==> config.mk <==
export PLATFORM = sky130hd
export DESIGN_NAME = freq_gate_ctrl_flat
export DESIGN_NICKNAME = d
export VERILOG_FILES = /design/src/rtl/freq_gate_if.sv /design/src/rtl/freq_gate_ctrl.sv /design/src/flat_wrapper.sv
export SDC_FILE = /design/constraint.sdc
export NUM_CORES = 1
export LEC_CHECK = 0
export BUFFER_PORTS_ARGS = -buffer_cell sky130_fd_sc_hd__buf_2
export CORE_UTILIZATION = 53
export CTS_CLUSTER_DIAMETER = 40
export DETAILED_ROUTE_END_ITERATION = 7
export PLACE_DENSITY = 0.77
export REMOVE_ABC_BUFFERS = 1
export SLEW_MARGIN = 10
export SYNTH_ARGS = -nofsm -noshare
export SYNTH_HDL_FRONTEND = slang
export SYNTH_SLANG_ARGS = --single-unit
==> constraint.sdc <==
create_clock -name clk -period 1.8 [get_ports clk]
set_input_delay 0.18 -clock clk [delete_from_list [all_inputs] [get_ports clk]]
set_output_delay 0.18 -clock clk [all_outputs]
set_load 0.02 [all_outputs]
==> src/rtl/freq_gate_if.sv <==
// freq_gate_if: bundle between the edge-detector/readout side and freq_gate_ctrl.
//
// Signals:
//   enable       level, 1 runs back-to-back gate windows, 0 idles
//   edge_pulse   one-cycle pulse per leading edge, synchronous to clk
//   result       edges counted in the last completed window (saturated)
//   result_bcd   result in packed BCD, least significant digit in [3:0]
//   result_valid one-cycle publish strobe
//   overflow     last completed window saturated
//   busy         high while a window is being counted
//   state_dbg    controller state (0 = IDLE, 1 = COUNT) for observation
//
// Handshake: result_valid is a pure strobe with no ready/backpressure. In the
// cycle it is high, result/result_bcd/overflow already hold the new window's
// values; they stay stable until the next strobe, so a consumer may either
// capture on the strobe or sample the held values at any later time.
//
// Modports: master = producer of enable/edge_pulse (and reader of results),
//           slave  = freq_gate_ctrl.
interface freq_gate_if #(
  parameter int CNT_W  = 8,
  parameter int DIGITS = 3
);
  logic                  enable;
  logic                  edge_pulse;
  logic [CNT_W-1:0]      result;
  logic [4*DIGITS-1:0]   result_bcd;
  logic                  result_valid;
  logic                  overflow;
  logic                  busy;
  logic                  state_dbg;

  modport master (
    output enable,
    output edge_pulse,
    input  result,
    input  result_bcd,
    input  result_valid,
    input  overflow,
    input  busy,
    input  state_dbg
  );

  modport slave (
    input  enable,
    input  edge_pulse,
    output result,
    output result_bcd,
    output result_valid,
    output overflow,
    output busy,
    output state_dbg
  );
endinterface

==> src/rtl/freq_gate_ctrl.sv <==
// freq_gate_ctrl: gate-window controller for the frequency counter.
//
// Counts edge_pulse over back-to-back windows of GATE_CYCLES clocks and
// publishes the (saturated) count at the end of every window. The next
// window starts in the cycle after the terminal cycle, so no edge is lost.
//
// Parameters:
//   GATE_CYCLES  clocks per window, must be >= CNT_W+3
//   CNT_W        width of the edge count / result
//   DIGITS       BCD digits on result_bcd, 10^DIGITS > 2^CNT_W-1
//
// Ports:
//   clk      rising-edge clock
//   reset_n  synchronous active-low reset
//   bus      freq_gate_if.slave (enable, edge_pulse in; result, result_bcd,
//            result_valid, overflow, busy, state_dbg out)
//
// Build option: define FREQ_GATE_BCD_EN to build a serial double-dabble
// converter. Publish then happens CNT_W+1 cycles after the terminal cycle and
// result_bcd carries the BCD value; otherwise result_bcd is tied to 0 and
// publish happens on the edge that ends the terminal cycle.
module freq_gate_ctrl #(
  parameter int GATE_CYCLES = 1200,
  parameter int CNT_W       = 8,
  parameter int DIGITS      = 3
) (
  input  logic        clk,
  input  logic        reset_n,
  freq_gate_if.slave  bus
);

  localparam int GW    = (GATE_CYCLES > 1) ? $clog2(GATE_CYCLES) : 1;
  localparam int BCD_W = 4 * DIGITS;
  localparam logic [GW-1:0]    GATE_LAST = GW'(GATE_CYCLES - 1);
  localparam logic [CNT_W-1:0] CNT_MAX   = {CNT_W{1'b1}};

  typedef enum logic {
    IDLE  = 1'b0,
    COUNT = 1'b1
  } state_t;

  state_t           state_q, state_d;
  logic [GW-1:0]    gate_q;
  logic [CNT_W-1:0] edge_q;
  logic             sat_q;

  logic             terminal;   // last gate cycle of a window: publish
  logic             run_on;     // keep accumulating the current window
  logic [CNT_W-1:0] edge_next;  // count including this cycle's pulse
  logic             sat_next;

  logic [CNT_W-1:0] result_q;
  logic             overflow_q;
  logic             valid_q;

  // ---------------------------------------------------------------------
  // FSM
  // ---------------------------------------------------------------------
  always_ff @(posedge clk) begin
    if (!reset_n) begin
      state_q <= IDLE;
    end else begin
      state_q <= state_d;
    end
  end

  always_comb begin
    state_d  = state_q;
    terminal = 1'b0;
    run_on   = 1'b0;
    case (state_q)
      IDLE: begin
        if (bus.enable) begin
          state_d = COUNT;
        end
      end
      COUNT: begin
        // The terminal cycle publishes even when enable drops in it.
        terminal = (gate_q == GATE_LAST);
        if (!bus.enable) begin
          state_d = IDLE;
        end else begin
          run_on = !terminal;
        end
      end
      default: begin
        state_d = IDLE;
      end
    endcase
  end

  // ---------------------------------------------------------------------
  // Edge counter with saturation. The sat flag marks an edge that arrived
  // while the counter was already at its maximum, i.e. an edge was lost.
  // ---------------------------------------------------------------------
  always_comb begin
    edge_next = edge_q;
    sat_next  = sat_q;
    if (bus.edge_pulse) begin
      if (edge_q == CNT_MAX) begin
        sat_next = 1'b1;
      end else begin
        edge_next = edge_q + 1'b1;
      end
    end
  end

  // Counters clear in IDLE, on an abandoned window and after the terminal
  // cycle, so a new window always starts from zero.
  always_ff @(posedge clk) begin
    if (!reset_n || !run_on) begin
      gate_q <= '0;
      edge_q <= '0;
      sat_q  <= 1'b0;
    end else begin
      gate_q <= gate_q + 1'b1;
      edge_q <= edge_next;
      sat_q  <= sat_next;
    end
  end

  // ---------------------------------------------------------------------
  // Publish path
  // ---------------------------------------------------------------------
`ifdef FREQ_GATE_BCD_EN
  localparam int IW = (CNT_W > 1) ? $clog2(CNT_W) : 1;

  logic             conv_busy_q;
  logic [CNT_W-1:0] conv_val_q;   // private copy, next window counts freely
  logic             conv_ov_q;
  logic [IW-1:0]    conv_idx_q;   // bit of conv_val_q shifted in next
  logic [BCD_W-1:0] conv_bcd_q;
  logic [BCD_W-1:0] bcd_adj;
  logic [BCD_W-1:0] bcd_step;
  logic [BCD_W-1:0] result_bcd_q;

  // One double-dabble step: add 3 to every digit >= 5, then shift in the
  // next binary bit, MSB first.
  always_comb begin
    bcd_adj = conv_bcd_q;
    for (int d = 0; d < DIGITS; d++) begin
      if (bcd_adj[4*d +: 4] >= 4'd5) begin
        bcd_adj[4*d +: 4] = bcd_adj[4*d +: 4] + 4'd3;
      end
    end
    bcd_step = {bcd_adj[BCD_W-2:0], conv_val_q[conv_idx_q]};
  end

  always_ff @(posedge clk) begin
    if (!reset_n) begin
      conv_busy_q  <= 1'b0;
      conv_val_q   <= '0;
      conv_ov_q    <= 1'b0;
      conv_idx_q   <= '0;
      conv_bcd_q   <= '0;
      result_q     <= '0;
      result_bcd_q <= '0;
      overflow_q   <= 1'b0;
      valid_q      <= 1'b0;
    end else begin
      valid_q <= 1'b0;
      if (terminal) begin
        conv_busy_q <= 1'b1;
        conv_val_q  <= edge_next;
        conv_ov_q   <= sat_next;
        conv_idx_q  <= IW'(CNT_W - 1);
        conv_bcd_q  <= '0;
      end else if (conv_busy_q) begin
        conv_bcd_q <= bcd_step;
        conv_idx_q <= conv_idx_q - 1'b1;
        // Last bit: publish binary, BCD and overflow together.
        if (conv_idx_q == '0) begin
          conv_busy_q  <= 1'b0;
          result_q     <= conv_val_q;
          result_bcd_q <= bcd_step;
          overflow_q   <= conv_ov_q;
          valid_q      <= 1'b1;
        end
      end
    end
  end

  assign bus.result_bcd = result_bcd_q;
`else
  always_ff @(posedge clk) begin
    if (!reset_n) begin
      result_q   <= '0;
      overflow_q <= 1'b0;
      valid_q    <= 1'b0;
    end else begin
      valid_q <= terminal;
      if (terminal) begin
        result_q   <= edge_next;
        overflow_q <= sat_next;
      end
    end
  end

  assign bus.result_bcd = {BCD_W{1'b0}};
`endif

  assign bus.result       = result_q;
  assign bus.overflow     = overflow_q;
  assign bus.result_valid = valid_q;
  assign bus.busy         = (state_q == COUNT);
  assign bus.state_dbg    = state_q;

endmodule
==> src/flat_wrapper.sv <==
// flat-port wrapper written by rule: the top's interface ports become plain ports
module freq_gate_ctrl_flat 
#(
  parameter int GATE_CYCLES = 1200,
  parameter int CNT_W       = 8,
  parameter int DIGITS      = 3
)
  (clk, reset_n, bus_enable, bus_edge_pulse, bus_result, bus_result_bcd, bus_result_valid, bus_overflow, bus_busy, bus_state_dbg);
  freq_gate_if #(.CNT_W(CNT_W), .DIGITS(DIGITS)) bus_i ();
  input  logic clk;
  input  logic reset_n;
  input wire logic [$bits(bus_i.enable)-1:0] bus_enable;
  input wire logic [$bits(bus_i.edge_pulse)-1:0] bus_edge_pulse;
  output wire logic [$bits(bus_i.result)-1:0] bus_result;
  output wire logic [$bits(bus_i.result_bcd)-1:0] bus_result_bcd;
  output wire logic [$bits(bus_i.result_valid)-1:0] bus_result_valid;
  output wire logic [$bits(bus_i.overflow)-1:0] bus_overflow;
  output wire logic [$bits(bus_i.busy)-1:0] bus_busy;
  output wire logic [$bits(bus_i.state_dbg)-1:0] bus_state_dbg;
  assign bus_i.enable = bus_enable;
  assign bus_i.edge_pulse = bus_edge_pulse;
  assign bus_result = bus_i.result;
  assign bus_result_bcd = bus_i.result_bcd;
  assign bus_result_valid = bus_i.result_valid;
  assign bus_overflow = bus_i.overflow;
  assign bus_busy = bus_i.busy;
  assign bus_state_dbg = bus_i.state_dbg;
  freq_gate_ctrl #(.GATE_CYCLES(GATE_CYCLES), .CNT_W(CNT_W), .DIGITS(DIGITS)) u_core (.clk(clk), .reset_n(reset_n), .bus(bus_i));
endmodule
==> results.md <==
- sky130_fd_sc_hd__dfxtp_1 takes more of the synthesized area than any other cell.
- The power density normalized to cell area is 740 mW/mm².
- TritonCTS built the clock tree.
- The cell count after synthesis is 152.
- The final HPWL from detailed placement is 1850 µm.
- The post-route netlist has 19.8% of its cells at a drive strength greater than 1.
- The overall power consumption is 1.15 mW.
- Combinational logic is responsible for 4.4% of the overall power.
- The routed design could run at a clock period as short as 1690 ps.
- After routing, the total negative slack on setup checks comes to 0 ps.
- In this run the tool buffered the top-level ports with 15 buffer cells.
- In the final routed layout, each cell accounts on average for 12.2 µm.
- The initial utilization of the core area, before any placement, comes to 56.8%.
- The die height is 53.7 µm.
- At the end of routability-driven placement, the weighted congestion stood at 0.769.
- In this run the count of I/O pins placed on the die edge is 28.
- The net count of the finished layout is 178.
- The via count of the routed design is 1084.
- Measured along the x axis, the die boundary spans 53.7 µm.
- After detailed routing, the number of remaining DRC violations is 0.
- The post-cts resize count is 0.
- For this run, the number of Yosys warnings is 0.
- Sequential elements use 43.7% of the synthesized area.
- The detailed-route wire length is 2470 µm.
- The post-route clock skew is 12.4 ps.
- The count of buffers added by post-CTS timing repair for setup is 0.
- Ranked by instance count, the synthesized netlist is headed by 31 x sky130_fd_sc_hd__dfxtp_1, 24 x sky130_fd_sc_hd__nor2_1, 15 x sky130_fd_sc_hd__buf_4, 9 x sky130_fd_sc_hd__nand2_1, 9 x sky130_fd_sc_hd__nand3_1.
- The deepest level of the CTS H-tree is 2.
- The final-report max-slew violation count is 0.
- The clock root buffer master is sky130_fd_sc_hd__clkbuf_4.
- The total die area is 0.00289 mm².
- Dividing the final minimum period by the clock period gives 94.0%.
- The library cell contributing the largest single delay on the critical path is sky130_fd_sc_hd__or4_1.
- The number of endpoints with negative hold slack in the final report is 0.
- The number of instances in the placed design is 195.
- The total clock sinks is 31.
- The type of the most critical hold path is in2reg.
- Cells fill 62.0% of the core in the end.
- The critical path goes through ha_1 > and4_1 > or4_1 > mux2i_1 > o22ai_1.
- The later pin in the worst-skew pair is clocked with a latency of 330 ps.
- Hold timing on the final database bottoms out at a slack of 97.4 ps.
- After routing the design area is 0.00155 mm².
- The area added between synthesis and finish is 9.26%.
- Buffers inserted to repair hold after CTS numbered 0.
- Counting flops and latches in the post-synthesis netlist gives 31.
- On the worst path, the slowest cell contributes a delay of 410 ps.
- Prior to clock tree synthesis, the placed netlist has a worst setup slack of 146 ps.
- Global routing finished with a remaining overflow of 0.
- The highest clock rate is 591 MHz.
- The number of antenna repair diodes is 0.
- The first detailed-routing pass ran for 4 iterations.
- Global routing consumed, over all layers together, 19.7% of the routing resources.
- The fill cell total of the finished layout is 227.
- The element type at the critical path start is a register.
- Row generation in the floorplan step produced 18 rows.
- After detailed routing, the number of vias per cell comes to 5.37.
- The finished layout holds 202 standard cells, fillers aside.
- The core area is 0.00250 mm².
- In this run the deepest clock path goes through 2 buffers.
- The clock-pin slew on the worst setup and hold paths is 100 ps.
- The clock network burns 35.4% of the power.
- The standby leakage power is 0.646 nW.
- After synthesis, the share of flip-flops with an asynchronous set or reset is 0%.
- The minimum setup slack in the final design is 109 ps.
- After synthesis, the cell types taking the most area are sky130_fd_sc_hd__dfxtp_1 44%, sky130_fd_sc_hd__buf_4 7.9%, sky130_fd_sc_hd__nor2_1 6.3%.
- The dominant synthesized flop cell is sky130_fd_sc_hd__dfxtp_1.
- By instance count, the leading cell after synthesis is sky130_fd_sc_hd__dfxtp_1.
- The count of nets left with antenna violations once routing finished came out at 0.
- Setup repair after global routing left no endpoint under its margin.
- In the final layout, the multi-input gates occupy 703 µm².
- The via count of the first global-routing pass is 929.
- The DRC violation total after the first TritonRoute iteration is 18.
- The required arrival time at the worst endpoint is 2010 ps.
- The setup path with the least slack is of type reg2reg.
- The initial antenna violation count was 0.
- The area fraction of the dominant cell type after synthesis is 43.7%.
- Counting distinct cell types in the post-synthesis netlist gives 39.
- The internal power is 0.878 mW.
- After detailed placement, the total cell area comes to 0.00149 mm².
- The net switching share of the total power is 23.4%.
- The analysis attributes to net switching a power of 0.269 mW.
- Counting flops with a built-in enable in the synthesized netlist gives 0.
- The data arrival time of the critical path is 1910 ps.
- The number of setup violations in the final report is 0.
- The part of the power in registers is 60.2%.
- STA classifies the critical path endpoint as a register.
- The total CTS buffers is 5.
- Averaged over all synthesized cells, the footprint is 9.33 µm².
- Entering global routing, the biggest net connects 21 pins.
- The number of buffer and inverter stages on the critical path is 0.
- Max-cap violations in this run came to 0.
- IR analysis of the VDD net gives a maximum drop of 0.647 mV.
- The top fanout value on the critical path is 5.
- The synthesized cell area is 0.00142 mm².
- The first-pass GRT wire length is 3920 µm.
- The kind of cell with the highest combined delay along the critical path is simple AND/OR/NAND/NOR gates.
- The register area is 621 µm².
- The flow ran to the end, and the final reports show no timing, DRC or antenna violations.
[power by group through the flow]
| stage | combinational (mW) | clock (mW) | sequential (mW) |
|---|---|---|---|
| floorplan | 0.0324 | 0 | 0.709 |
| detailed placement | 0.0508 | 0 | 0.706 |
| finish | 0.0510 | 0.406 | 0.690 |
| global placement | 0.0499 | 0 | 0.706 |
| global route | 0.0560 | 0.448 | 0.690 |
| CTS | 0.0509 | 0.420 | 0.690 |
[flip-flops by register name, summed over array words and instances (netlist names)]
register and count:
u_core.bus.overflow 1, u_core.bus.busy 1, u_core.gate_q 11, u_core.bus.result 8
u_core.sat_q 1, u_core.bus.result_valid 1, u_core.edge_q 8
[worst paths after layout]
kind	cells past startpoint	end	start	slack, ps
worst max-delay path	5	u_core.bus.result[7]$_SDFFE_PN0P_	u_core.edge_q[0]$_SDFF_PP0_	110
worst min-delay path	2	u_core.bus.busy$_SDFF_PN0_	bus_enable	100
worst max register to register	5	u_core.bus.result[7]$_SDFFE_PN0P_	u_core.edge_q[0]$_SDFF_PP0_	110
worst min register to register	1	u_core.gate_q[0]$_SDFF_PP0_	u_core.gate_q[0]$_SDFF_PP0_	450
[layer usage]
layer	part of all wire, %	vias to the layer above	track usage [%]	wire, µm
met5	0	-	0	0
met4	1.8	0	9.21	44
met3	5.2	6	9.32	129
met2	49	29	31.5	1210
met1	44	505	22.0	1090
li1	-	544	-	-
[cells by family (layout without fill, tap and decap cells)]
family / after synthesis / after routing / share of synthesized area [%]
flip-flops: 31 / 31 / 43.7
buffers and inverters: 21 / 30 / 9.61
adder cells (fa/ha/maj): 2 / 2 / 1.76
other: 1 / 12 / 0.264
AO/OA/AOI/OAI: 18 / 18 / 9.79
AND/OR/NAND/NOR: 65 / 65 / 25.9
XOR/XNOR: 11 / 11 / 6.79
multiplexers: 3 / 3 / 2.12
[area by class of cell]
class,count,area share (%)
Clock buffer,6,3.31
Clock inverter,1,0.323
Inverter,4,0.969
Multi-Input combinational cell,111,45.4
Sequential cell,31,40.0
Tap cell,30,2.42
Timing Repair Buffer,19,7.59
[cell usage in the layout (no fill, tap or decap), types with 2 or more instances in the layout]
master / Yosys / routed
sky130_fd_sc_hd__a211oi_1: 2 / 2
sky130_fd_sc_hd__a21oi_1: 4 / 4
sky130_fd_sc_hd__and3_1: 3 / 3
sky130_fd_sc_hd__and4_1: 2 / 2
sky130_fd_sc_hd__buf_2: 1 / 15
sky130_fd_sc_hd__buf_4: 15 / 3
sky130_fd_sc_hd__clkbuf_4: 0 / 5
sky130_fd_sc_hd__conb_1: 1 / 12
sky130_fd_sc_hd__dfxtp_1: 31 / 31
sky130_fd_sc_hd__ha_1: 2 / 2
sky130_fd_sc_hd__inv_1: 4 / 4
sky130_fd_sc_hd__mux2i_1: 3 / 3
sky130_fd_sc_hd__nand2_1: 9 / 9
sky130_fd_sc_hd__nand3_1: 9 / 9
sky130_fd_sc_hd__nand4_1: 3 / 3
sky130_fd_sc_hd__nor2_1: 24 / 24
sky130_fd_sc_hd__nor3_1: 2 / 2
sky130_fd_sc_hd__o21ai_0: 2 / 2
sky130_fd_sc_hd__o22ai_1: 5 / 5
sky130_fd_sc_hd__xnor2_1: 3 / 3
sky130_fd_sc_hd__xor2_1: 8 / 8
Power figures use the tool's default switching activity.
